`config.mk`:
```
export PLATFORM = sky130hd
export DESIGN_NAME = lcd_char_refresh
export DESIGN_NICKNAME = d
export VERILOG_FILES = /design/src/rtl/lcd_char_refresh.sv
export SDC_FILE = /design/constraint.sdc
export NUM_CORES = 1
export LEC_CHECK = 0
export CAP_MARGIN = 25
export CORE_MARGIN = 2
export CORE_UTILIZATION = 60
export CTS_BUF_LIST = sky130_fd_sc_hd__clkbuf_16
export DETAILED_ROUTE_END_ITERATION = 10
export PLACE_DENSITY = 0.81
export SKIP_CTS_REPAIR_TIMING = 1
export SLEW_MARGIN = 20
export SYNTH_ARGS = -nofsm -noshare
export SYNTH_HDL_FRONTEND = slang
export SYNTH_SLANG_ARGS = --single-unit
```
`constraint.sdc`:
```
create_clock -name clk -period 2.6 [get_ports clk]
set_clock_uncertainty 0.1 [all_clocks]
set_input_delay 0.26 -clock clk [delete_from_list [all_inputs] [get_ports clk]]
set_output_delay 0.26 -clock clk [all_outputs]
set_load 0.01 [all_outputs]
```
`src/rtl/lcd_char_refresh.sv`:
```
// HD44780 character-LCD controller: timed power-up init, then continuous refresh
// of a writable ROWS x COLS character buffer with steady, blink and blank modes.
module lcd_char_refresh #(
    parameter int unsigned STEP_CYCLES   = 2000,
    parameter int unsigned POWERUP_TICKS = 1000,
    parameter int unsigned CLEAR_TICKS   = 50,
    parameter int unsigned COLS          = 16,
    parameter int unsigned ROWS          = 2,
    parameter int unsigned BLINK_FRAMES  = 8,
    localparam int unsigned AW = (ROWS * COLS > 1) ? $clog2(ROWS * COLS) : 1
) (
    input  logic          clk,
    input  logic          rst_n,
    input  logic          wr_en,
    input  logic [AW-1:0] wr_addr,
    input  logic [7:0]    wr_data,
    input  logic [1:0]    mode,
    output logic          ready,
    output logic          frame_done,
    output logic          lcd_rs,
    output logic          lcd_rw,
    output logic          lcd_en,
    output logic [7:0]    lcd_dat,
    output logic          LCD_N,
    output logic          LCD_P
);

    localparam int unsigned NCELL = ROWS * COLS;
    localparam int unsigned TW    = $clog2(STEP_CYCLES);
    localparam int unsigned WMAX  = (POWERUP_TICKS > CLEAR_TICKS) ? POWERUP_TICKS : CLEAR_TICKS;
    localparam int unsigned WW    = $clog2(WMAX + 1);
    localparam int unsigned CW    = (COLS > 1) ? $clog2(COLS) : 1;
    localparam int unsigned FW    = (BLINK_FRAMES > 1) ? $clog2(BLINK_FRAMES) : 1;

    typedef enum logic [2:0] {
        PWR_WAIT,
        CMD,
        CLR_WAIT,
        ROW_ADDR,
        ROW_DATA,
        FRAME_END
    } state_t;

    state_t          state;
    logic [TW-1:0]   tick_cnt;
    logic            tick;
    logic [1:0]      bph;
    logic [WW-1:0]   wait_cnt;
    logic [1:0]      cmd_idx;
    logic            row;
    logic [CW-1:0]   col;
    logic [FW-1:0]   fcnt;
    logic            blink_ph;
    logic            blank;
    logic [7:0]      cells [NCELL];

    logic [AW-1:0]   cell_idx;
    logic            sel_rs;
    logic [7:0]      sel_dat;
    logic            blank_nx;
    logic            ph_nx;
    logic [FW-1:0]   fcnt_nx;

    assign lcd_rw = 1'b0;
    assign LCD_N  = 1'b0;
    assign LCD_P  = 1'b1;

    // One-clk tick every STEP_CYCLES clocks paces all panel activity
    assign tick = (tick_cnt == TW'(STEP_CYCLES - 1));

    always_ff @(posedge clk) begin
        if (!rst_n)
            tick_cnt <= '0;
        else if (tick)
            tick_cnt <= '0;
        else
            tick_cnt <= tick_cnt + 1'b1;
    end

    // Character buffer; out-of-range addresses are dropped
    always_ff @(posedge clk) begin
        if (!rst_n) begin
            for (int i = 0; i < NCELL; i++)
                cells[i] <= 8'h20;
        end else if (wr_en && (32'(wr_addr) < NCELL)) begin
            cells[wr_addr] <= wr_data;
        end
    end

    assign cell_idx = row ? (AW'(COLS) + AW'(col)) : AW'(col);

    // Byte presented at the next SETUP tick
    always_comb begin
        sel_rs  = 1'b0;
        sel_dat = 8'h00;
        case (state)
            CMD: begin
                case (cmd_idx)
                    2'd0:    sel_dat = 8'h38;
                    2'd1:    sel_dat = 8'h0C;
                    2'd2:    sel_dat = 8'h06;
                    default: sel_dat = 8'h01;
                endcase
            end
            ROW_ADDR: sel_dat = row ? 8'hC0 : 8'h80;
            ROW_DATA: begin
                sel_rs  = 1'b1;
                sel_dat = blank ? 8'h20 : cells[cell_idx];
            end
            default: ;
        endcase
    end

    // Blink bookkeeping applied once per frame when row 0 is entered
    always_comb begin
        blank_nx = (mode == 2'b10);
        ph_nx    = 1'b0;
        fcnt_nx  = '0;
        if (mode == 2'b01) begin
            blank_nx = blink_ph;
            if (fcnt == FW'(BLINK_FRAMES - 1)) begin
                fcnt_nx = '0;
                ph_nx   = ~blink_ph;
            end else begin
                fcnt_nx = fcnt + 1'b1;
                ph_nx   = blink_ph;
            end
        end
    end

    always_ff @(posedge clk) begin
        if (!rst_n) begin
            state      <= PWR_WAIT;
            bph        <= 2'd0;
            wait_cnt   <= '0;
            cmd_idx    <= 2'd0;
            row        <= 1'b0;
            col        <= '0;
            fcnt       <= '0;
            blink_ph   <= 1'b0;
            blank      <= 1'b0;
            ready      <= 1'b0;
            frame_done <= 1'b0;
            lcd_en     <= 1'b0;
            lcd_rs     <= 1'b0;
            lcd_dat    <= 8'h00;
        end else begin
            frame_done <= 1'b0;
            if (state == FRAME_END) begin
                // Never a tick edge, so the frame boundary costs no tick
                frame_done <= 1'b1;
                state      <= ROW_ADDR;
                row        <= 1'b0;
                blank      <= blank_nx;
                blink_ph   <= ph_nx;
                fcnt       <= fcnt_nx;
            end else if (tick) begin
                case (state)
                    PWR_WAIT: begin
                        if (wait_cnt == WW'(POWERUP_TICKS - 1)) begin
                            wait_cnt <= '0;
                            cmd_idx  <= 2'd0;
                            state    <= CMD;
                        end else begin
                            wait_cnt <= wait_cnt + 1'b1;
                        end
                    end
                    CLR_WAIT: begin
                        if (wait_cnt == WW'(CLEAR_TICKS - 1)) begin
                            wait_cnt <= '0;
                            ready    <= 1'b1;
                            state    <= ROW_ADDR;
                            row      <= 1'b0;
                            blank    <= blank_nx;
                            blink_ph <= ph_nx;
                            fcnt     <= fcnt_nx;
                        end else begin
                            wait_cnt <= wait_cnt + 1'b1;
                        end
                    end
                    default: begin
                        // SETUP / PULSE / HOLD of one byte, then advance
                        case (bph)
                            2'd0: begin
                                lcd_rs  <= sel_rs;
                                lcd_dat <= sel_dat;
                                lcd_en  <= 1'b0;
                                bph     <= 2'd1;
                            end
                            2'd1: begin
                                lcd_en <= 1'b1;
                                bph    <= 2'd2;
                            end
                            default: begin
                                lcd_en <= 1'b0;
                                bph    <= 2'd0;
                                case (state)
                                    CMD: begin
                                        if (cmd_idx == 2'd3)
                                            state <= CLR_WAIT;
                                        else
                                            cmd_idx <= cmd_idx + 1'b1;
                                    end
                                    ROW_ADDR: begin
                                        col   <= '0;
                                        state <= ROW_DATA;
                                    end
                                    default: begin
                                        if (col == CW'(COLS - 1)) begin
                                            if (row == 1'(ROWS - 1)) begin
                                                state <= FRAME_END;
                                            end else begin
                                                row   <= 1'b1;
                                                state <= ROW_ADDR;
                                            end
                                        end else begin
                                            col <= col + 1'b1;
                                        end
                                    end
                                endcase
                            end
                        endcase
                    end
                endcase
            end
        end
    end

endmodule

```
# After elaboration in Yosys (flattened, before gate mapping)
# Memory sizes are Yosys's and may differ from the RTL's.
# Cells that the tools add are included.
totals:
  ram_bits: 256
  output_inout_bits: 15
  inputBits: 18
  mem_count: 1
  wordCells: 145
  ff_bits: 50
classes:
  n_eq_ne: 29
  reduce_logical: 27
  bitwise: 8
  muxes: 58
  addsub: 6
mem_list:
  columns: ["memory", "depth", "width", "read_ports", "rd_clocked_by_memory_dff", "wr", "line", "rtl"]
  rows:
  - ["cells", 32, 8, 1, 0, 32, "55", "logic [7:0] cells [NCELL];"]
op_table:
  columns: ["operator", "count"]
  rows:
  - ["2-to-1 mux 3 bit", 12]
  - ["case mux 8 bit (3 select lines)", 1]
  - ["AND reduction 6 bit", 4]
  - ["2-to-1 mux 1 bit", 23]
  - ["2-to-1 mux 10 bit", 2]
  - ["case mux 10 bit (2 select lines)", 1]
  - ["case mux 6 bit (3 select lines)", 1]
  - ["2-to-1 mux 8 bit", 2]
  - ["2-to-1 mux 2 bit", 6]
  - ["case mux 3 bit (2 select lines)", 2]
  - ["nonzero test 2 bit", 6]
  - ["adder 11 x 1 -> 11 bit (second input constant)", 1]
  - ["== test 11 bit (second input constant)", 1]
  - ["adder 10 x 1 -> 10 bit (second input constant)", 1]
  - ["== test 10 bit (second input constant)", 1]
  - ["== test 10 x 6 -> 1 bit (second input constant)", 1]
  - ["2-to-1 mux 5 bit", 2]
  - ["!= test 2 x 1 -> 1 bit (second input constant)", 5]
  - ["OR reduction 2 bit", 5]
  - ["== test 3 bit (second input constant)", 3]
  - ["AND reduction 3 bit", 3]
  - ["inverter 1 bit", 8]
  - ["case mux 2 bit (2 select lines)", 2]
  - ["case mux 4 bit (2 select lines)", 1]
  - ["other kinds (25)", 34]

# Longest topological paths before layout
# Gate-level depths: netlist of run 1.
logic_depth:
  word_depth: 7
  ltp_mapped: 9
  depth_no_buf: 8

# Least setup slack after synthesis of run 1
# Ideal clock, no wire load.
synth_timing:
  path_kind: "input to register"
  from: "in rst_n"
  to: "mem cells[0][0] (enable)"
  path_stages: 6
  t_arrival_ps: 1831
  setup_slack_ps: 285
  setup_ps: 384
  cell_sequence: "clkbuf_1 -> nand2_1 -> or3_1 -> clkbuf_1 -> clkbuf_1 -> o21ai_0"
synth_lines:
  columns: ["element", "line", "rtl"]
  rows:
  - ["from (decl)", "13", "input logic rst_n,"]
  - ["to (decl)", "55", null]

# Worst setup path in the final report of run 1
layout_timing:
  from: "reg col[0]"
  to: "reg lcd_dat[7]"
layout_between:
  elab_chain_len: 5
layout_lines:
  columns: ["element", "line", "rtl"]
  rows:
  - ["from (decl)", "51", "logic [CW-1:0] col;"]
  - ["from (signal assigned)", "217", "col <= col + 1'b1;"]
  - ["adder 5 x 4 -> 5 bit", "90", "assign cell_idx = row ? (AW'(COLS) + AW'(col)) : AW'(col);"]
  - ["2-to-1 mux 5 bit (*)", "90", null]
  - ["memory read (32 x 8 bit) (*)", null, null]
  - ["2-to-1 mux 8 bit (*)", "108", "sel_dat = blank ? 8'h20 : cells[cell_idx];"]
  - ["case mux 8 bit (3 select lines) (*)", "96", "case (state)"]
  - ["to (signal assigned)", "186", "lcd_dat <= sel_dat;"]
  - ["to (decl)", "23", "output logic [7:0] lcd_dat,"]
# Every way passes the cells marked *; elsewhere a longest branch is shown, timed or not.
# A chain may end at the register's enable or synchronous reset.

==> run metrics, run 1 <==
Global Route Usage Sum a little over a quarter; Max H-tree Level 2; Sequential Area a little under 9000 um2; count of pins over their slew limit 0; pre-CTS setup slack 206 ps; die area approximately 25000 um2; Ports 33; initial antenna violation count 0; internal power between 8 and 9 mW; routability cong. ~0.86; Synth top cells by count edfxtp_1 (256), and2_1 (230), nor2_1 (72), clkbuf_1 (60), mux4_2 (56); vias per cell about 6; Seq pwr share between 50% and 60%; clk slew on worst S/H paths 60 ps; CTS tree built; critical path arrival between 2000 and 3000 ps; clock tree root driver cell clkbuf_16; PwrDens approximately 670 nW/um2; Critical Path Source Type flop; r2r setup slk slightly below 100 ps; Critical Path Most Common Cell a211oi_1; leak pwr around 5.6 nW; worst path cell trace buf_12 > mux4_2 > nor2b_1 > a211oi_1 > a211oi_1 > nor4_1 > a21oi_1; non-filler instance count after layout approximately 1500; final count of hold timing violations 0; Overflow after GRT 0; Final min period about 2500 ps; setup ws final roughly 98 ps; setup TNS 0 ps; Combinational Power Share approximately 4.3%; switch share 20.8%; CP Data Required Time ~2900 ps; period utilisation layout between 90% and 100%; DR WL/cell approximately 22 um; VDD IR max around 0.00056 V; Synth Register Bits around 300; CP peak stage delay 520 ps; die width ~160 um; Synth top area share 53.2%; crit path kind reg2reg; Longest Clk Path Bufs 3; DP HPWL 21200 um; Layout area overhead 14.4%; CTS Buf Count 34; Sink Count about 300; starting density of the core 61.3%; Layout fillers between 1500 and 2000; largest net degree at the start of global routing between 50 and 60; Mean Syn Cell Area 13.1 um2; Routed Wire Length ~32000 um; async set or reset register ratio after synthesis 0%; CP endpoint kind flop; Crit path buffers/inverters 1; CP Max Fanout 14; Cell Area, Synth between 10000 and 15000 um2; Netlist cell types 63; Remaining DRCs 0; Rel. slew slack about half; detailed-router iteration count before antenna repair 5; Core ar. 23500 um2; Clk network pwr share around 45%; Inst Count DP ~1400; critical path's top delay family simple AND/OR/NAND/NOR gates; Die Y 159 um; area occupied by multi-input gates between 5000 and 6000 um2; input/output buffers 29; 1st-iter DRT viols approximately 1100; vias 9130; unrepaired setup endpoints after global routing false; number of synthesized flops with an enable pin approximately 260; P_sw ~2.3 mW; nets between 1000 and 1500; Hold Crit Class in2reg; area leader, netlist edfxtp_1; share of post-route cells with drive strength above 1 approximately 17%; Slew @ Worst Pin 715 ps; Final setup viols 0; slowest CP cell dfxtp_4; status finished clean; std cell rows between 50 and 60; top_reg_cell synth edfxtp_1; post-route cell area roughly 17000 um2; Util after Layout about 70%; largest cells by area after synthesis edfxtp_1 (53%), and2_1 (10%), mux4_2 (8.7%); area of placed instances 15400 um2; vias in the first global route around 9300; Final ANT Viol Nets 0; first-pass GRT wire length a little over 50000 um; maxcap violations 0; clk_lat worst skew 520 ps; most frequent cell after synthesis edfxtp_1; Synth Instances 1100; register area share after synthesis between 60 and 70%; FMAX about 400 MHz; synthesis warning total 0
[metrics by stage]
step	hold WS (ps)	power, mW
detailed placement	330	6.17
finish	116	11.0
global route	142	11.3
global placement	323	6.15
CTS	92.6	11.1
floorplan	313	5.93
[cell type report]
type	count	area share, %
multi-input cells	705	32.6
repair buffers	99	5.29
well taps	319	2.42
inverters	9	0.205
diodes	1	0.0152
clock inverters	24	1.66
flip-flops and latches	305	52.5
clock buffers	35	5.30
[power groups by stage]
stage	logic, mW	clock network, mW	registers [mW]
6_report	0.479	4.96	5.59
5_1_grt	0.514	5.18	5.61
4_1_cts	0.479	5.00	5.59
3_5_place_dp	0.477	0	5.69
3_3_place_gp	0.464	0	5.68
2_1_floorplan	0.276	0	5.65
[placed cells by master (no fill, tap or decap), drive strengths merged, types with 11 or more instances in the layout]
master / instances
nor2b: 20
buf: 71
a21oi: 15
mux2i: 33
a211oi: 24
nand3: 12
and2: 230
nand2: 28
mux4: 56
inv: 14
nor3: 11
clkdlybuf4s50: 28
nand4: 12
dfxtp: 49
nor2: 76
edfxtp: 256
a21boi: 11
o21ai: 49
or3: 35
clkbuf: 35
[cells by family after synthesis]
group / share of synthesized area, %
simple gates: 18.6
other cells: 0.0520
fa+ha+maj: 0.867
flops: 60.0
compound gates: 5.64
mux: 11.0
xor+xnor: 1.09
buf+inv: 2.73
[flip-flops by register name (all words and copies together), names as in the netlist]
register	flops
cells	256
tick_cnt	11
wait_cnt	10
lcd_dat	8
col	4
fcnt	3
state	3
cmd_idx	2
blank	1
blink_ph	1
bph	1
frame_done	1
lcd_en	1
lcd_rs	1
ready	1
row	1
[routing by layer]
layer / global-route usage [%] / wire length (um) / up-vias
li1: - / - / 4148
met1: 35.8 / 13100 / 4511
met2: 43.9 / 16100 / 396
met3: 3.75 / 2330 / 75
met4: 8.55 / 871 / 0
met5: 0 / 0 / -
[final timing paths]
kind / from / depth (start not counted) / endpoint
worst max-delay path: col[0] / 7 / lcd_dat[7]
worst max register to register: col[0] / 7 / lcd_dat[7]
worst min register to register: tick_cnt[0] / 1 / tick_cnt[0]
worst min-delay path: rst_n / 2 / cells[18][5]
(Power assumes the default switching activity.)
==> run 2, diff against run 1 <==
--- a/config.mk
+++ b/config.mk
@@ -6,9 +6,10 @@
 export NUM_CORES = 1
 export LEC_CHECK = 0
 export CAP_MARGIN = 25
+export CORE_ASPECT_RATIO = 0.7
 export CORE_MARGIN = 2
 export CORE_UTILIZATION = 60
-export CTS_BUF_LIST = sky130_fd_sc_hd__clkbuf_16
+export CTS_BUF_LIST = sky130_fd_sc_hd__clkbuf_4
 export DETAILED_ROUTE_END_ITERATION = 10
 export PLACE_DENSITY = 0.81
 export SKIP_CTS_REPAIR_TIMING = 1
==> run metrics, run 2 (synthesis gave the netlist of run 1 again) <==
1st-iter DRT viols approximately 1100; PwrDens 606 nW/um2; status finished clean; clock tree root driver cell clkbuf_4; setup TNS 0 ps; leak pwr 5.56 nW; starting density of the core 61.1%; Max H-tree Level 3; vias 9457; Ports 33; largest net degree at the start of global routing 61; vias per cell 6.03; clk_lat worst skew between 700 and 800 ps; most frequent cells in the layout edfxtp_1 (256), and2_1 (230), clkbuf_4 (108), buf_4 (74), nor2_1 (72); CP peak stage delay approximately 500 ps; Util after Layout between 60 and 70%; first-pass GRT wire length about 52000 um; Die Y around 130 um; non-filler instance count after layout 1569; maxcap violations 0; DP HPWL 22400 um; Core ar. 23600 um2; CP Max Fanout 9; VDD IR max ~0.00031 V; Crit path buffers/inverters 1; Sink Count around 310; detailed-router iteration count before antenna repair 6; Final min period around 2500 ps; commonest non-fill, non-tap cell in the layout edfxtp_1; Rel. slew slack roughly 44%; slowest CP cell mux4_2; die width roughly 190 um; routability cong. between 0.8 and 0.9; Routed Wire Length roughly 34000 um; Slew @ Worst Pin between 800 and 900 ps; input/output buffers 29; unrepaired setup endpoints after global routing false; CP Data Required Time 3070 ps; share of post-route cells with drive strength above 1 between 20% and 30%; Critical Path Source Type flop; critical path arrival between 2000 and 3000 ps; Layout area overhead 12.7%; Remaining DRCs 0; biggest regs cells (256), tick_cnt (11), wait_cnt (10); Antenna Diode Count 0; clk slew on worst S/H paths roughly 80 ps; critical path's top delay family compound AO/OA/AOI/OAI gates; worst path cell trace buf_4 > mux4_2 > and2_1 > a211oi_1 > a21oi_1 > a21oi_1 > o21ai_0; Overflow after GRT 0; initial antenna violation count 0; std cell rows between 40 and 50; final count of hold timing violations 0; nets ~1200; count of pins over their slew limit 0; crit path kind reg2reg; CP endpoint kind flop; FMAX approximately 400 MHz; CTS Buf Count approximately 70; Longest Clk Path Bufs 3; die area approximately 25000 um2; Layout fillers 1686; vias in the first global route about 9200; Final setup viols 0; DR WL/cell around 21 um; Critical Path Most Common Cell a21oi_1; largest reg by FF count cells; Global Route Usage Sum between 20% and 30%; max reg flops between 200 and 300; Final ANT Viol Nets 0; worst hold slack around 130 ps; period utilisation layout around 96%; Hold Crit Class in2reg; Inst Count DP 1443; CTS tree built
-- run 2: cell count changes in the layout (fill, tap and decap cells not counted), sizes merged, moves of 3 or more --
cell      change
clkinvlp      -3
bufinv        -6
clkinv        +6
inv           -3
clkbuf       +73
buf           +7
-- run 2: final cells by class --
cell class / instances / area (um2) / share of cell area (%)
clock inverter: 18 / 68.8 / 0.423
tap: 318 / 398 / 2.45
sequential: 305 / 8670 / 53.3
timing repair buffer: 106 / 901 / 5.54
inverter: 9 / 33.8 / 0.208
multi-input combinational: 705 / 5380 / 33.1
clock buffer: 108 / 811 / 4.98
-- run 2: path summary, 6_finish.rpt --
path         slack [ps]   startpoint  cells after the start           to
min                 130        rst_n                      3        ready
min reg2reg         350  tick_cnt[0]                      1  tick_cnt[0]
max reg2reg         110       col[0]                      7   lcd_dat[6]
max                 110       col[0]                      7   lcd_dat[6]
-- run 2: routing by layer --
| metal | track usage (%) | vias up | part of all wire, % |
|---|---|---|---|
| li1 | - | 4285 | - |
| met3 | 8.01 | 57 | 12 |
| met2 | 39.1 | 499 | 44 |
| met5 | 0 | - | 0 |
| met4 | 7.84 | 0 | 1.5 |
| met1 | 41.5 | 4616 | 43 |
-- run 2: tightest hold or removal path: cells and delay by family --
family / cells / cell delay (ps)
buf+inv: 2 / 430
compound gates: 1 / 180
-- run 2: through the flow --
| stage | setup WS (ps) | power [mW] | instance area (um2) |
|---|---|---|---|
| detailed placement | 163 | 6.18 | 15400 |
| floorplan | 285 | 5.93 | 14400 |
| finish | 106 | 9.86 | 16300 |
| CTS | 147 | 9.92 | 16300 |
| global route | 13.4 | 10.2 | 16300 |
| global placement | 198 | 6.16 | 15400 |
-- run 2: power breakdown --
group          internal (mW)  switching (mW)  total [mW]
Clock                   1.90            1.88        3.78
Combinational          0.188           0.304       0.492
Sequential              5.51          0.0842        5.59
Total                   7.59            2.27        9.86
==> run 3, diff against run 2 <==
--- a/config.mk
+++ b/config.mk
@@ -13,6 +13,7 @@
 export DETAILED_ROUTE_END_ITERATION = 10
 export PLACE_DENSITY = 0.81
 export SKIP_CTS_REPAIR_TIMING = 1
+export SKIP_LAST_GASP = 1
 export SLEW_MARGIN = 20
 export SYNTH_ARGS = -nofsm -noshare
 export SYNTH_HDL_FRONTEND = slang
==> results of run 3 <==
Final layout, timing and power as in run 2 (identical DEF).
